### src/rtl/ball_pkg.sv
// Ball tracker shared definitions: map cell codes,
// move pulse bit positions, FSM states, axis step helper.
package ball_pkg;

  localparam logic [1:0] CELL_OPEN = 2'b00;
  localparam logic [1:0] CELL_WALL = 2'b01;
  localparam logic [1:0] CELL_HOLE = 2'b10;
  localparam logic [1:0] CELL_GOAL = 2'b11;

  localparam int MV_X_INC = 3;
  localparam int MV_X_DEC = 2;
  localparam int MV_Y_INC = 1;
  localparam int MV_Y_DEC = 0;

  typedef enum logic [1:0] {
    S_IDLE  = 2'd0,
    S_READ  = 2'd1,
    S_CHECK = 2'd2
  } state_t;

  typedef struct packed {
    logic       hit;
    logic [3:0] pos;
  } step_t;

  // One-cell step along an axis; hit flags a move off the grid.
  function automatic step_t step(
    input logic [3:0] p,
    input logic       inc
  );
    step_t s;
    s.hit = inc ? (p == 4'hF) : (p == 4'h0);
    s.pos = inc ? p + 4'd1 : p - 4'd1;
    return s;
  endfunction

endpackage

### src/rtl/ball_position_tracker.sv
// Ball position tracker: resolves move pulses against an
// external 1-cycle-latency map ROM, X axis before Y axis.
module ball_position_tracker
  import ball_pkg::*;
#(
  parameter logic [3:0] START_X = 4'd0,
  parameter logic [3:0] START_Y = 4'd0
) (
  input  logic       clk,
  input  logic       reset,
  input  logic [3:0] move_pulses,
  output logic       map_rd,
  output logic [7:0] map_addr,
  input  logic [1:0] map_data,
  output logic [3:0] x_pos,
  output logic [3:0] y_pos,
  output logic       busy,
  output logic       blocked,
  output logic       fell,
  output logic       won,
  output logic [7:0] drop_cnt
);

  state_t     state;
  logic       pend_y;
  logic       dir_y;
  logic       at_edge;
  logic [3:0] tgt_x;
  logic [3:0] tgt_y;

  logic       x_go;
  logic       y_go;
  logic       any_req;
  step_t      sx;
  step_t      sy;
  step_t      sy_next;
  logic [3:0] nx;
  logic       stop;
  logic       y_next;

  assign x_go = move_pulses[MV_X_INC]
              ^ move_pulses[MV_X_DEC];
  assign y_go = move_pulses[MV_Y_INC]
              ^ move_pulses[MV_Y_DEC];
  assign any_req = |move_pulses;

  assign sx = step(x_pos, move_pulses[MV_X_INC]);
  assign sy = step(y_pos, move_pulses[MV_Y_INC]);
  assign sy_next = step(y_pos, dir_y);

  // Y leg starts from the X-updated column; hole/goal end the move.
  assign nx = (!at_edge && map_data == CELL_OPEN)
            ? tgt_x : x_pos;
  assign stop = !at_edge && map_data[1];
  assign y_next = pend_y && !stop;

  assign busy = (state != S_IDLE);

  always_ff @(posedge clk) begin
    if (reset) begin
      state    <= S_IDLE;
      x_pos    <= START_X;
      y_pos    <= START_Y;
      pend_y   <= 1'b0;
      dir_y    <= 1'b0;
      at_edge  <= 1'b0;
      tgt_x    <= '0;
      tgt_y    <= '0;
      map_rd   <= 1'b0;
      map_addr <= '0;
      blocked  <= 1'b0;
      fell     <= 1'b0;
      won      <= 1'b0;
      drop_cnt <= '0;
    end else begin
      map_rd  <= 1'b0;
      blocked <= 1'b0;
      fell    <= 1'b0;
      if (busy && !won && any_req
          && drop_cnt != 8'hFF)
        drop_cnt <= drop_cnt + 8'd1;
      unique case (state)
        S_IDLE: begin
          if (!won && (x_go || y_go)) begin
            state  <= S_READ;
            pend_y <= x_go && y_go;
            dir_y  <= move_pulses[MV_Y_INC];
            if (x_go) begin
              tgt_x   <= sx.pos;
              tgt_y   <= y_pos;
              at_edge <= sx.hit;
              map_rd  <= !sx.hit;
              if (!sx.hit)
                map_addr <= {y_pos, sx.pos};
            end else begin
              tgt_x   <= x_pos;
              tgt_y   <= sy.pos;
              at_edge <= sy.hit;
              map_rd  <= !sy.hit;
              if (!sy.hit)
                map_addr <= {sy.pos, x_pos};
            end
          end
        end
        S_READ: begin
          blocked <= at_edge;
          state   <= S_CHECK;
        end
        S_CHECK: begin
          if (!at_edge) begin
            unique case (map_data)
              CELL_OPEN: begin
                x_pos <= tgt_x;
                y_pos <= tgt_y;
              end
              CELL_WALL: blocked <= 1'b1;
              CELL_HOLE: begin
                x_pos <= START_X;
                y_pos <= START_Y;
                fell  <= 1'b1;
              end
              CELL_GOAL: begin
                x_pos <= tgt_x;
                y_pos <= tgt_y;
                won   <= 1'b1;
              end
            endcase
          end
          pend_y <= 1'b0;
          if (y_next) begin
            state   <= S_READ;
            tgt_x   <= nx;
            tgt_y   <= sy_next.pos;
            at_edge <= sy_next.hit;
            map_rd  <= !sy_next.hit;
            if (!sy_next.hit)
              map_addr <= {sy_next.pos, nx};
          end else begin
            state <= S_IDLE;
          end
        end
        default: state <= S_IDLE;
      endcase
    end
  end

endmodule

### config.mk
export PLATFORM = sky130hd
export DESIGN_NAME = ball_position_tracker
export DESIGN_NICKNAME = d
export VERILOG_FILES = /design/src/rtl/ball_pkg.sv /design/src/rtl/ball_position_tracker.sv
export SDC_FILE = /design/constraint.sdc
export NUM_CORES = 1
export LEC_CHECK = 0
export ABC_AREA = 1
export ABC_CLOCK_PERIOD_IN_PS = 2000
export CAP_MARGIN = 20
export CORE_ASPECT_RATIO = 0.6
export CORE_MARGIN = 2
export CORE_UTILIZATION = 25
export DETAILED_ROUTE_END_ITERATION = 8
export SKIP_CTS_REPAIR_TIMING = 1
export SLEW_MARGIN = 20
export SYNTH_ARGS = -nofsm -noshare
export SYNTH_HDL_FRONTEND = slang
export SYNTH_SLANG_ARGS = --single-unit
### constraint.sdc
create_clock -name clk -period 2 [get_ports clk]
set_input_delay 0.6 -clock clk [delete_from_list [all_inputs] [get_ports clk]]
set_output_delay 0.6 -clock clk [all_outputs]
set_load 0.02 [all_outputs]
==> impl_metrics.json <==
{
  "ys_dominant_reg_cell": "dfxtp_1",
  "hold_path_class": "register to register",
  "syn_nets": 374,
  "synth_largest_area_cell": "dfxtp_1",
  "hold_viol_final": 0,
  "max_cap_viol_count": 0,
  "post_synth_most_frequent_cells": "nand2_1 (75), inv_1 (44), dfxtp_1 (41)",
  "antenna_cells": 0,
  "synth_most_common_cell": "nand2_1",
  "io_pins": 37,
  "clock_tree.root_cell": "clkbuf_16",
  "synth.area.mux_share": 0,
  "clock_buffer_depth": 2,
  "inserted_clock_buffers": 5,
  "cts.clk_slew.worst_paths_ps": 70,
  "number_of_pins_with_negative_max_slew_slack_in_the_final_report": 0,
  "timing.setup.critical_path_class": "register to primary output",
  "simple_gate_share_of_the_synthesized_area": 0.279,
  "route.antenna.remaining_nets": 0,
  "grt.overflow.total": 0,
  "worst_ep_required_time_ps": 1400,
  "via_per_instance_ratio": 4.56,
  "ffs_w_async_s_r_synth": 0,
  "detailedRoute.firstIterationViolations": 185,
  "status": "completed",
  "ir_drop_worst_case_vdd_uv": 418,
  "setup.worst_path.start_class": "register",
  "clock_latency_ps": 300,
  "nFillCells": 974,
  "final_critical_path_setup_slack_ps": 55.2,
  "tritoncts": "yes",
  "slew-limit-headroom": 0.742,
  "finalNetCount": 452,
  "combinational_family_with_the_most_area_after_synthesis": "simple AND/OR/NAND/NOR gates",
  "route.detailed.wl_per_inst_um": 13.0,
  "grt_start_max_net_pins": 17,
  "multi_input_comb_area_um2": 1480,
  "cp_top_family": "buffers and inverters",
  "final_cell_count_no_fill": 558,
  "number_of_design_rule_violations_left_after_detail_routing": 0,
  "post-route-period-util": 0.972,
  "die_height_um": 80.0,
  "post_synthesis_instance_area_um2": 2410,
  "drt-total-wl_um": 7240,
  "grt_antenna_before_repair": 0,
  "arrival_ps": 1340,
  "power_leakage_nw": 1.64,
  "fp.dieArea_um2": 10500,
  "transition_time_at_the_pin_with_the_least_slew_margin_ps": 387,
  "slowest_cell_delay_on_critical_path_ps": 640,
  "dp.final_hpwl_um": 5410,
  "synth_edf_count": 0,
  "number_of_instances_in_the_placed_design": 540,
  "synth-compound-area-share": 0.167,
  "synth_seq_cells": 41,
  "period_needed_ps": 1940,
  "post_synth.cell_area_avg_um2": 6.89,
  "yosys.area_share.xor_xnor": 0.0218,
  "cp-end-kind": "primary output",
  "preCtsSetupSlack_ps": -653,
  "number_of_h_tree_levels": 2,
  "cp_cell_sequence": "clkdlybuf4s50_1",
  "synth_top_cells_by_area": "dfxtp_1 (34%), nand2_1 (12%), ha_1 (8.3%), inv_1 (6.9%), a21oi_1 (6.7%)",
  "areaGrowthSynthToFinish_pct": 46.6,
  "sequential_to_total_area_share_from_yosys_stat": 0.341,
  "timing.final.setup_violations": 0,
  "rsz0062_at_grt": "yes",
  "critPathSlowestCell": "clkdlybuf4s50_1",
  "post_synth_fa_ha_maj_area_fraction": 0.0915,
  "floorplan.initialDensity": 0.260,
  "gp_routability_congestion": 0.954,
  "placement_rows": 27,
  "timing.clock.skew_ps": 11.2,
  "seqCellArea_um2": 822,
  "synth_top_cell_area_share": 0.341,
  "achievable-frequency_ghz": 0.514,
  "clkSinkCount": 41,
  "core-area_um2": 9260,
  "detailroute.via_count": 2544,
  "die_x_um": 131,
  "path_buf_inv": 1,
  "power.density_nw_per_um2": 1160,
  "grt_pass1_wl_um": 11500,
  "postSynthCellCount": 349,
  "count_of_cell_types_in_the_netlist": 35,
  "placement.io_buffers": 36,
  "grt_util_all_layers": 0.144,
  "crit_path_max_fanout": 6,
  "drive_above_1_share": 0.222,
  "firstDrtPassIters": 5,
  "vias_in_the_first_global_route": 2350,
  "synth_warnings": 0
}
per-layer routing:
metal / routed length (um) / up-vias / track usage / share of wire
met5: 0 / - / 0 / 0
met4: 68 / 0 / 0.0330 / 0.0094
li1: - / 1286 / - / -
met3: 709 / 6 / 0.0442 / 0.098
met1: 3590 / 1161 / 0.211 / 0.50
met2: 2880 / 91 / 0.203 / 0.40
worst min-delay path: stages (launching register included):
cell and delay [ps]:
dfxtp_1 330, inv_1 50, a21oi_1 50
flip-flops by register name, summed over array words and instances (netlist names), 2 cells and up:
name / flops
x_pos: 4
y_pos: 4
map_addr: 8
tgt_y: 4
tgt_x: 4
drop_cnt: 8
state: 2
where the power goes:
group	leakage, nW	total [mW]	switching (mW)	internal [mW]
sequential	0.336	1.22	0.181	1.04
clock	0.0631	0.816	0.353	0.463
combinational	1.24	2.05	1.13	0.917
total	1.64	4.08	1.66	2.42
metrics by stage:
step | utilization | TNS (ps) | area (um^2) | hold WS (ps) | total power, mW
after floorplan | - | -4.09 | 2430 | 463 | 2.31
after global placement | 0.343 | -16970 | 3170 | 450 | 3.04
after detailed placement | 0.343 | -17360 | 3170 | 461 | 3.07
after CTS | 0.358 | -6910 | 3320 | 470 | 3.90
after global routing | 0.381 | -71.9 | 3530 | 493 | 4.38
final | 0.381 | 0 | 3530 | 467 | 4.08
cells by family (layout without fill, tap and decap cells):
group	after synthesis	in the layout
AOI/OAI and AO/OA	71	71
xor gates and xnor gates	6	6
adders and majority gates	17	17
buffers and inverters	59	137
DFF	41	41
and+or+nand+nor	155	156
cell type report:
class	count	area share
flip-flops and latches	41	0.233
clock buffers	6	0.0365
multi-input cells	250	0.418
well taps	130	0.0461
repair buffers	80	0.207
inverters	49	0.0550
clock inverters	2	0.00426
cell usage in the layout, fill, tap and decap left out, types with 8 or more instances in the layout:
cell type / Yosys / final
nor2_1: 37 / 34
inv_1: 44 / 35
ha_1: 16 / 13
nand3_1: 27 / 26
a21oi_1: 32 / 29
nand2_1: 75 / 73
dfxtp_1: 41 / 40
buf_4: 2 / 41
clkdlybuf4s50_1: 0 / 27
o21ai_0: 23 / 20
dlymetal6s2s_1: 0 / 8
inv_2: 5 / 11
path summary, 6_finish.rpt:
| kind | startpoint | endpoint | slack (ps) | cells past startpoint |
|---|---|---|---|---|
| max | y_pos[1] | y_pos[1] | 60 | 1 |
| min | drop_cnt[4] | drop_cnt[4] | 470 | 2 |
| max reg2reg | state[0] | y_pos[0] | 200 | 9 |
| min reg2reg | drop_cnt[4] | drop_cnt[4] | 470 | 2 |
(Power assumes the default switching activity.)
